$ cat config.mk
export PLATFORM = sky130hd
export DESIGN_NAME = count_chk_expect
export DESIGN_NICKNAME = d
export VERILOG_FILES = /design/src/rtl/count_chk_pkg.sv /design/src/rtl/count_chk_expect.sv
export SDC_FILE = /design/constraint.sdc
export NUM_CORES = 1
export LEC_CHECK = 0
export CAP_MARGIN = 20
export CORE_AREA = 3 3 40 42
export DETAILED_ROUTE_END_ITERATION = 10
export DIE_AREA = 0 0 43 45
export HOLD_SLACK_MARGIN = 0.06
export PLACE_DENSITY = 0.6
export SYNTH_ARGS = -nofsm -noshare
export SYNTH_HDL_FRONTEND = slang
export SYNTH_SLANG_ARGS = --single-unit
$ cat constraint.sdc
create_clock -name clk -period 2.1 [get_ports clk]
set_clock_uncertainty 0.2 [all_clocks]
set_input_delay 0.42 -clock clk [delete_from_list [all_inputs] [get_ports clk]]
set_output_delay 0.42 -clock clk [all_outputs]
set_load 0.05 [all_outputs]
$ cat src/rtl/count_chk_pkg.sv
// count_chk_pkg: shared state encoding and default sizing for the count sequence checker.
package count_chk_pkg;
    typedef enum logic [1:0] {IDLE, TRACK, DONE, ERR} state_t;
    localparam int WIDTH_DEF  = 3;
    localparam int PASSES_DEF = 3;
endpackage

$ cat src/rtl/count_chk_expect.sv
// count_chk_expect: expected-value register and completed-pass counter.
module count_chk_expect
    import count_chk_pkg::*;
#(
    parameter int WIDTH  = WIDTH_DEF,
    parameter int PASSES = PASSES_DEF
) (
    input  logic             clk,
    input  logic             rst,
    input  logic             clear,
    input  logic             advance,
    input  logic [WIDTH-1:0] value,
    output logic [WIDTH-1:0] expected,
    output logic [3:0]       pass_idx,
    output logic             wrap
);
    localparam logic [WIDTH-1:0] MAX = '1;

    // Advancing from the sampled value covers both a match and a resync.
    assign wrap = value == MAX;

    always_ff @(posedge clk) begin
        if (rst || clear) begin
            expected <= '0;
            pass_idx <= '0;
        end else if (advance) begin
            expected <= value + WIDTH'(1);
            if (wrap && pass_idx < 4'(PASSES))
                pass_idx <= pass_idx + 4'd1;
        end
    end
endmodule

==> metrics.cfg, run 1 <==
[run_status]
outcome = finished clean

[route]
drc_errors = 0
wl_per_cell_um = 10.3
ant_nets = 0
first_pass_iters = 2
first_iter_violations = 2
via_per_inst = 4.15
wirelength_um = 629
vias = 253

[timing]
layout_min_cycle_time_ns = 2.06
slew_violations = 0
max_freq_mhz = 486
finalHoldViolCount = 0
setup_violations = 0
totalNegativeSetupSlack_ns = 0
slew_headroom_pct = 67.2
fin_crit_sh_pct = 97.9
tightestPinTransition_ns = 0.490
rsz0062_at_grt = false

[grt]
antenna_found_initial = 0
grt_overflow = 0
track_usage_pct = 7.52
grt_first_pass_wirelength_um = 910
grt_max_degree = 6
grt_pass1_vias = 235

[cells_and_area]
num_antenna_cells = 0
area_growth_pct = 62.8
fin_cells = 61
drive_above_1_share_pct = 28.3
nets = 57

[power_and_ir_drop]
vdd_drop_max_mv = 0.228
p_leak_nw = 0.223
cellPowerDensity_nw_per_um2 = 632
p_total_mw = 0.308

[clock_network]
cts_hold_buf = 0
clk_path_buf_depth = 2
cts_tree = done
cts_buffers = 3
cts_resized = 0
cts_root_buf = clkbuf_4
post_cts_buffers = 0
htree_levels = 1
clk_latency_ns = 0.25
clk_pin_slew_ns = 0.05
cts.sinks = 7

[place]
place_inst = 57
io_buffers = 14
hpwl_um = 498
gp_congestion = 0.617

[flow_run]
cap_violations = 0

[synth]
ys_warn_count = 0
ys_seq_area_share_pct = 46.9
postSynthAreaPerCell_sq_um = 11.1
synth-seq-cells = 7
syn-num-nets = 37
synthCells = 27
syn_area_sq_um = 299
yosysUniqueCellTypes = 10

[critical_path]
criticalPathCategory = input port to primary output
cp.required_ns = 1.48
endpoint_kind = primary output
reg2regPathDepth = 4
start_kind = input port
worstPathArrival_ns = 1.44
crit_fanout = 2

[die]
fp.dieH_um = 45
dieArea_sq_um = 1940
core-area_sq_um = 1280
die_x_um = 43
initial_utilization_pct = 23.3
io_pins = 15
num_rows = 13

[min_path]
whs_path_depth = 2
hp-class = flip-flop to flip-flop

==> synthesized netlist by cell type, drive strengths merged <==
cell type	n	area share, %
nor2	2	2.5
and2	2	4.2
nand2	4	5.0
or3	1	2.1
a2111oi	1	5.0
nor4b	1	5.0
ha	3	13
dfxtp	7	47
nor3	2	3.3
mux2i	4	13
==> path summary, 6_finish.rpt <==
path                     from     endpoint  slack [ns]
hold / removal    pass_idx[1]  pass_idx[1]        0.29
setup reg to reg  pass_idx[0]  pass_idx[1]        0.78
hold reg to reg   pass_idx[1]  pass_idx[1]        0.29
setup / recovery     value[0]         wrap        0.04
==> critical path, cell delays in order <==
cell	delay, ns
clkdlybuf4s50_1	0.43
ha_1	0.21
ha_1	0.22
buf_12	0.16
==> sequential cells by signal (all words and copies together), names as in the netlist <==
register and cells:
pass_idx 4, expected 3
==> metrics by stage <==
stage | cell area, sq um | hold slack, ns | worst slack (ns) | util [%]
global route | 487 | 0.317 | 0.0139 | 37.9
finish | 487 | 0.293 | 0.0433 | 37.9
detailed placement | 460 | 0.283 | 0.0277 | 35.8
CTS | 487 | 0.294 | 0.0318 | 37.9
floorplan | 299 | 0.289 | 0.272 | -
global placement | 460 | 0.275 | 0.0281 | 35.8
==> area by class of cell <==
type	instances	area (sq um)
Fill cell	133	798
Tap cell	15	18.8
Timing Repair Buffer	15	143
Clock buffer	4	26.3
Sequential cell	7	140
Multi-Input combinational cell	20	159
==> logic make-up (layout without fill, tap and decap cells) <==
group           count (synthesis)  in the layout  synth area share, %
simple gates                   12             12                 22.2
flops                           7              7                 46.9
mux                             4              4                 13.4
fa+ha+maj                       3              3                 12.6
compound gates                  1              1                 5.02
buf+inv                         0             19                    0
==> placed cells by master (no fill, tap or decap) <==
cell type        synthesis  routed
nor2_1                   2       2
and2_1                   2       2
nor4b_2                  1       1
buf_12                   0       1
nor3_1                   2       2
nand2_1                  4       4
ha_1                     3       3
mux2i_1                  4       4
clkdlybuf4s50_1          0       7
a2111oi_2                1       1
clkbuf_1                 0       1
dfxtp_1                  7       7
clkbuf_4                 0       3
or3_1                    1       1
buf_4                    0       7
==> report_power, final <==
part | internal [mW] | switching, mW
Clock | 0.0724 | 0.0479
Sequential | 0.136 | 0.00149
Combinational | 0.0248 | 0.0255
Total | 0.233 | 0.0748
==> per-layer routing <==
metal | global-route usage, % | share of wire (%)
met5 | 0 | 0
met4 | 10.8 | 1.6
met3 | 4.78 | 7.8
met2 | 9.88 | 44
met1 | 6.57 | 47
Note: power is estimated with default switching activity, not from simulation.
==> run 2: changes to the inputs <==
Settings changed: GPL_ROUTABILITY_DRIVEN set to 1, SKIP_LAST_GASP set to 1.
==> results of run 2 <==
The final DEF is identical to that of run 1; final timing and power are the same.
